## config.mk

```make
export PLATFORM = sky130hd
export DESIGN_NAME = arith_exec_unit
export DESIGN_NICKNAME = d
export VERILOG_FILES = /design/src/rtl/arith_pkg.sv /design/src/rtl/arith_divider.sv /design/src/rtl/arith_exec_unit.sv
export SDC_FILE = /design/constraint.sdc
export NUM_CORES = 2
export LEC_CHECK = 0
export CORE_MARGIN = 2
export CORE_UTILIZATION = 30
export CTS_CLUSTER_DIAMETER = 120
export DETAILED_ROUTE_END_ITERATION = 6
export PLACE_DENSITY = 0.55
export SLEW_MARGIN = 15
export SYNTH_ARGS = -nofsm -noshare
export SYNTH_HDL_FRONTEND = slang
export SYNTH_SLANG_ARGS = --single-unit
```

## constraint.sdc

```tcl
create_clock -name clk -period 20.4 [get_ports clk]
set_input_delay 3.06 -clock clk [delete_from_list [all_inputs] [get_ports clk]]
set_output_delay 3.06 -clock clk [all_outputs]
set_load 0.01 [all_outputs]
```

## src/rtl/arith_pkg.sv

```systemverilog
// Shared op codes, FSM states and default widths for the arithmetic execution unit.
package arith_pkg;

    localparam int DATA_W_DEF = 16;
    localparam int FRAC_W_DEF = 8;
    localparam int ADDR_W_DEF = 5;

    localparam logic [DATA_W_DEF-1:0] SAT_POS_DEF = 16'h7FFF;
    localparam logic [DATA_W_DEF-1:0] SAT_NEG_DEF = 16'h8000;

    typedef enum logic [1:0] {
        OP_ADD = 2'b00,
        OP_SUB = 2'b01,
        OP_MUL = 2'b10,
        OP_DIV = 2'b11
    } op_e;

    typedef enum logic [1:0] {
        IDLE     = 2'd0,
        DIV_RUN  = 2'd1,
        DIV_DONE = 2'd2
    } state_e;

endpackage

```

## src/rtl/arith_divider.sv

```systemverilog
// Iterative restoring unsigned divider: one quotient bit per cycle, Q_W cycles after start.
module arith_divider
    import arith_pkg::*;
#(
    parameter int DATA_W = DATA_W_DEF,
    parameter int Q_W    = DATA_W_DEF + FRAC_W_DEF
) (
    input  logic              clk_i,
    input  logic              rst_ni,
    input  logic              start_i,
    input  logic [Q_W-1:0]    dividend_i,
    input  logic [DATA_W-1:0] divisor_i,
    output logic              done_o,
    output logic [Q_W-1:0]    quotient_o
);

    localparam int CNT_W = $clog2(Q_W);

    logic              run_q;
    logic [CNT_W-1:0]  cnt_q;
    logic [DATA_W-1:0] rem_q, rem_d;
    logic [Q_W-1:0]    quo_q;
    logic [DATA_W-1:0] dvs_q;
    logic [DATA_W:0]   trial, diff;
    logic              fits;

    // A zero divisor always "fits", giving an all-ones quotient that the top saturates.
    always_comb begin
        trial = {rem_q, quo_q[Q_W-1]};
        diff  = trial - {1'b0, dvs_q};
        fits  = (trial >= {1'b0, dvs_q});
        rem_d = fits ? DATA_W'(diff) : DATA_W'(trial);
    end

    always_ff @(posedge clk_i or negedge rst_ni) begin
        if (!rst_ni) begin
            run_q <= 1'b0;
            cnt_q <= '0;
        end else if (start_i) begin
            run_q <= 1'b1;
            cnt_q <= CNT_W'(Q_W - 1);
        end else if (run_q) begin
            if (cnt_q == '0) run_q <= 1'b0;
            else             cnt_q <= cnt_q - CNT_W'(1);
        end
    end

    always_ff @(posedge clk_i) begin
        if (start_i) begin
            quo_q <= dividend_i;
            rem_q <= '0;
            dvs_q <= divisor_i;
        end else if (run_q) begin
            quo_q <= {quo_q[Q_W-2:0], fits};
            rem_q <= rem_d;
        end
    end

    assign done_o     = run_q && (cnt_q == '0);
    assign quotient_o = quo_q;

endmodule

```

## src/rtl/arith_exec_unit.sv

```systemverilog
// Data bank plus single-cycle ADD/SUB/MUL and iterative DIV with a continue handshake.
// Define ARITH_SAT_EN to saturate ADD/SUB/MUL on overflow instead of wrapping.
module arith_exec_unit
    import arith_pkg::*;
#(
    parameter int DATA_W = DATA_W_DEF,
    parameter int FRAC_W = FRAC_W_DEF,
    parameter int ADDR_W = ADDR_W_DEF
) (
    input  logic              clk,
    input  logic              rst_n,
    input  logic [ADDR_W-1:0] ctl_a,
    input  logic [ADDR_W-1:0] ctl_b,
    input  logic [1:0]        ctl_d,
    input  logic              ctl_e,
    input  logic              ctl_f,
    output logic              continue_o,
    output logic              busy,
    output logic              div_zero,
    input  logic              ld_we,
    input  logic [ADDR_W-1:0] ld_addr,
    input  logic [DATA_W-1:0] ld_data,
    input  logic [ADDR_W-1:0] rd_addr,
    output logic [DATA_W-1:0] rd_data
);

    localparam int Q_W   = DATA_W + FRAC_W;
    localparam int PW    = 2 * DATA_W;
    localparam int DEPTH = 1 << ADDR_W;

    localparam logic [Q_W-1:0] MAG_POS = Q_W'((1 << (DATA_W - 1)) - 1);
    localparam logic [Q_W-1:0] MAG_NEG = Q_W'(1 << (DATA_W - 1));

`ifdef ARITH_SAT_EN
    localparam logic signed [DATA_W-1:0] SAT_POS = {1'b0, {(DATA_W-1){1'b1}}};
    localparam logic signed [DATA_W-1:0] SAT_NEG = {1'b1, {(DATA_W-1){1'b0}}};

    function automatic logic signed [DATA_W-1:0] fit_alu(input logic signed [PW-1:0] v);
        if (v > PW'(SAT_POS)) return SAT_POS;
        if (v < PW'(SAT_NEG)) return SAT_NEG;
        return DATA_W'(v);
    endfunction
`else
    function automatic logic signed [DATA_W-1:0] fit_alu(input logic signed [PW-1:0] v);
        return DATA_W'(v);
    endfunction
`endif

    // Magnitude is clamped first, then the sign is applied.
    function automatic logic signed [DATA_W-1:0] div_sat(input logic [Q_W-1:0] mag,
                                                         input logic           neg);
        logic [Q_W-1:0]    lim;
        logic [DATA_W-1:0] m;
        lim = neg ? MAG_NEG : MAG_POS;
        m   = (mag > lim) ? DATA_W'(lim) : DATA_W'(mag);
        return neg ? -m : m;
    endfunction

    state_e                    state_q, state_d;
    logic signed [DATA_W-1:0]  bank_q [DEPTH];
    logic signed [DATA_W-1:0]  op_a, op_b, alu_res, wr_data;
    logic [DATA_W-1:0]         abs_a, abs_b;
    logic                      div_neg_q, div_zero_q;
    logic                      div_start, div_done, int_we;
    logic [Q_W-1:0]            div_quo;

    assign op_a      = bank_q[ctl_a];
    assign op_b      = bank_q[ctl_b];
    assign abs_a     = op_a[DATA_W-1] ? DATA_W'(-op_a) : op_a;
    assign abs_b     = op_b[DATA_W-1] ? DATA_W'(-op_b) : op_b;
    assign div_start = (state_q == IDLE) && ctl_e && (ctl_d == OP_DIV);

    always_comb begin
        alu_res = fit_alu(PW'(op_a) + PW'(op_b));
        case (ctl_d)
            OP_SUB:  alu_res = fit_alu(PW'(op_a) - PW'(op_b));
            OP_MUL:  alu_res = fit_alu((PW'(op_a) * PW'(op_b)) >>> FRAC_W);
            default: alu_res = fit_alu(PW'(op_a) + PW'(op_b));
        endcase
    end

    arith_divider #(
        .DATA_W (DATA_W),
        .Q_W    (Q_W)
    ) u_div (
        .clk_i      (clk),
        .rst_ni     (rst_n),
        .start_i    (div_start),
        .dividend_i ({abs_a, {FRAC_W{1'b0}}}),
        .divisor_i  (abs_b),
        .done_o     (div_done),
        .quotient_o (div_quo)
    );

    always_comb begin
        state_d = state_q;
        int_we  = 1'b0;
        wr_data = alu_res;
        case (state_q)
            IDLE: begin
                int_we = ctl_f && (ctl_d != OP_DIV);
                if (div_start) state_d = DIV_RUN;
            end
            DIV_RUN: begin
                if (div_done) state_d = DIV_DONE;
            end
            DIV_DONE: begin
                int_we  = ctl_f;
                wr_data = div_sat(div_quo, div_neg_q);
                state_d = IDLE;
            end
            default: state_d = IDLE;
        endcase
    end

    always_ff @(posedge clk or negedge rst_n) begin
        if (!rst_n) state_q <= IDLE;
        else        state_q <= state_d;
    end

    always_ff @(posedge clk or negedge rst_n) begin
        if (!rst_n) begin
            div_neg_q  <= 1'b0;
            div_zero_q <= 1'b0;
        end else if (div_start) begin
            div_neg_q  <= op_a[DATA_W-1] ^ op_b[DATA_W-1];
            div_zero_q <= (op_b == '0);
        end
    end

    // Bench load wins over an internal write to the same entry.
    always_ff @(posedge clk or negedge rst_n) begin
        if (!rst_n) begin
            for (int i = 0; i < DEPTH; i++) bank_q[i] <= '0;
        end else begin
            if (int_we && !(ld_we && (ld_addr == ctl_a))) bank_q[ctl_a] <= wr_data;
            if (ld_we) bank_q[ld_addr] <= ld_data;
        end
    end

    assign continue_o = (state_q == DIV_DONE);
    assign busy       = (state_q != IDLE);
    assign div_zero   = div_zero_q;
    assign rd_data    = bank_q[rd_addr];

endmodule

```

==> impl_metrics.py <==
metrics = {
    "die": {
        "die_w_um": 409,
        "fp-row-count": 148,
        "fp.dieH_um": 409,
        "initial_core_util_pct": 30.2,
        "core_mm2": 0.163,
        "fp.dieArea_mm2": 0.167,
        "ios": 62,
    },
    "global_routing": {
        "grt_max_degree": 106,
        "grt_pass1_wl_mm": 305,
        "globalRoute.busiestLayer": "met2",
        "grt_use_met1_pct": 31.9,
        "grt_pass1_vias": 42900,
        "grt_usage_pct": 24.6,
        "use_met3_pct": 6.91,
        "antenna_found_initial": 13,
        "grt_use_met2_pct": 37.5,
        "gr-total-overflow": 0,
    },
    "cts": {
        "cts_setup_buffers": 0,
        "clk_latency_ns": 0.71,
        "cts_max_level": 3,
        "ctsResizeCount": 0,
        "clock-sinks": 578,
        "cts_hold_buf": 0,
        "cts_tree": "built",
        "clock_path_buffers": 3,
        "cts_root_buffer": "clkbuf_16",
        "numCtsBuffers": 73,
        "clk_pin_slew_ns": 0.06,
    },
    "critical_path": {
        "r2r_slack_ns": 10.75,
        "crit_required_ns": 20.93,
        "timing.rr.end": "bank_q[495]$_DFF_PN0_",
        "cp-end-kind": "flip-flop",
        "path_class": "in2reg",
        "slowest_delay_ns": 0.87,
        "r2r_start": "bank_q[251]$_DFF_PN0_",
        "slowest_stage": "buf_4",
        "startpoint_type": "input port",
        "crit_fanout": 58,
        "crit_arrival_ns": 13.60,
        "r2r_cells": 26,
        "cpMostUsedCell": "fa_1",
    },
    "timing": {
        "slew_headroom_pct": 8.33,
        "post-route-min-period_ns": 13.06,
        "hold_violations": 0,
        "skew_ns": 0.0521,
        "slew_viol_final": 0,
        "max_slew.worst_pin.slew_ns": 1.37,
        "fin_ws_ns": 7.34,
        "setup_tns_ns": 0,
        "rsz0062_at_grt": "false",
        "timing.fmax_mhz": 76.6,
        "period_share_pct": 64.0,
        "finalSetupViolCount": 0,
    },
    "yosys": {
        "postSynthAreaPerCell_um2": 9.19,
        "async_flop_share_pct": 90.3,
        "synth_most_common_cell": "nand2_1",
        "yosys-top-cells-count": "nand2_1 (698), nor2_1 (618), a21oi_1 (575)",
        "syn-num-nets": 5694,
        "dominantRegCellSynth": "dfrtp_1",
        "yosys.area.top_type": "dfrtp_1",
        "synthCells": 5341,
        "synth_warnings": 0,
        "syn_area_mm2": 0.0491,
        "synth.distinct_cells": 84,
        "ys_ff_latch": 578,
        "synth_edf_count": 32,
        "yosysSeqAreaShare_pct": 29.5,
        "yosys-top-cells-area": "dfrtp_1 (27%), mux4_2 (19%), fa_1 (7.7%)",
        "yosysTopAreaCellShare_pct": 26.6,
    },
    "detailed_routing": {
        "drt-initial-drc-count": 6064,
        "vias": 44300,
        "via_per_inst": 5.97,
        "ant_nets": 0,
        "drc": 0,
        "wl_per_cell_um": 28.1,
        "firstDrtPassIters": 6,
        "routed_wl_mm": 209,
    },
    "finish": {
        "utilization_pct": 33.6,
        "drive_above_1_share_pct": 16.0,
        "num-nets-final": 5547,
        "fin_area_mm2": 0.0546,
        "syn_to_final_growth_pct": 11.2,
    },
    "run_status": {
        "status": "finished, final reports clean",
    },
    "min_path": {
        "holdPathStages": 2,
        "hold_start": "u_div.rem_q[15]$_SDFFE_PP0P_",
        "hold_path_end": "u_div.rem_q[15]$_SDFFE_PP0P_",
        "hold_path.class": "reg2reg",
    },
    "place": {
        "globalplace.congestion": 0.988,
        "placed_area_mm2": 0.0521,
        "dpl.hpwl_mm": 143,
        "port_buffers": 61,
        "pre_cts_ws_ns": 6.90,
    },
    "run": {
        "drv_cap": 0,
    },
}
[layout make-up]
class | instances | area [µm²]
fill | 16700 | 108000
multi-input combinational | 3986 | 31700
sequential | 578 | 14500
tap | 2175 | 2720
clock buffer | 100 | 2080
timing repair buffer | 246 | 2010
inverter | 309 | 1160
clock inverter | 26 | 432
antenna | 2 | 5.00
[worst max-delay path by stage]
stage / start / depth (start not counted) / endpoint
6_report: ctl_a[1] / 28 / bank_q[495]$_DFF_PN0_
3_3_place_gp: ctl_a[0] / 28 / bank_q[511]$_DFF_PN0_
5_1_grt: ctl_a[0] / 28 / bank_q[495]$_DFF_PN0_
4_1_cts: ctl_a[0] / 28 / bank_q[511]$_DFF_PN0_
3_5_place_dp: ctl_a[0] / 28 / bank_q[511]$_DFF_PN0_
2_1_floorplan: ctl_a[0] / 33 / bank_q[109]$_DFF_PN0_
[stage by stage]
step           hold WS [ns]  cells
2_1_floorplan         0.426   5341
3_3_place_gp          0.453   7294
3_5_place_dp          0.450   7294
4_1_cts               0.468   7420
5_1_grt               0.527   7420
6_report              0.463   7422
[flip-flops by register name, summed over array words and instances (netlist names)]
register / cells
bank_q: 512
u_div.quotient_o: 24
u_div.dvs_q: 16
u_div.rem_q: 16
u_div.cnt_q: 5
state_q: 2
div_neg_q: 1
div_zero: 1
u_div.run_q: 1
[cells in the final DEF, fill, tap and decap left out, types with 16 or more instances in the layout]
master,Yosys,routed
mux2_2,29,29
or2_2,30,30
edfxtp_1,32,32
or3_1,43,43
nand4_1,16,16
mux4_2,406,406
a21oi_1,575,573
nor3_1,73,69
nand2b_1,21,21
nand3_1,87,87
dfxtp_1,24,24
fa_1,188,188
mux2i_1,104,101
ha_1,122,122
dfrtp_1,522,522
nor2b_1,25,25
xor2_1,27,27
o21ai_0,332,331
a22oi_1,56,55
o21ai_1,46,46
xnor2_1,69,69
a31oi_1,90,89
clkbuf_16,0,74
nor2_1,618,608
a22o_1,16,16
nand2_1,698,698
clkdlybuf4s50_1,0,50
buf_4,14,184
inv_1,299,299
and3_1,111,111
[layer usage]
layer / wire, µm / up-vias
li1: - / 18600
met1: 79900 / 22200
met2: 92200 / 2808
met3: 23900 / 688
met4: 12800 / 20
met5: 138 / -
[kinds of logic (layout without fill, tap and decap cells)]
group                    Yosys count  count (layout)  share of synthesized area (%)
buffers and inverters            777             681                           6.30
flip-flops                       578             578                           29.5
adder cells (fa/ha/maj)          310             310                           10.8
XOR/XNOR                          97              97                           1.76
AO/OA/AOI/OAI                   1236            1236                           14.1
other                              0               2                              0
AND/OR/NAND/NOR                 1802            1802                           16.1
multiplexers                     541             541                           21.5
[critical path: cells and delay by family]
kind	cells	cell delay (ns)
AO/OA/AOI/OAI	7	1.70
adder cells (fa/ha/maj)	7	3.33
buffers and inverters	8	2.61
multiplexers	2	0.74
AND/OR/NAND/NOR	4	1.93
Power is not shown: default switching activity piles up to over one toggle a cycle in this logic, so the estimate is an artifact.
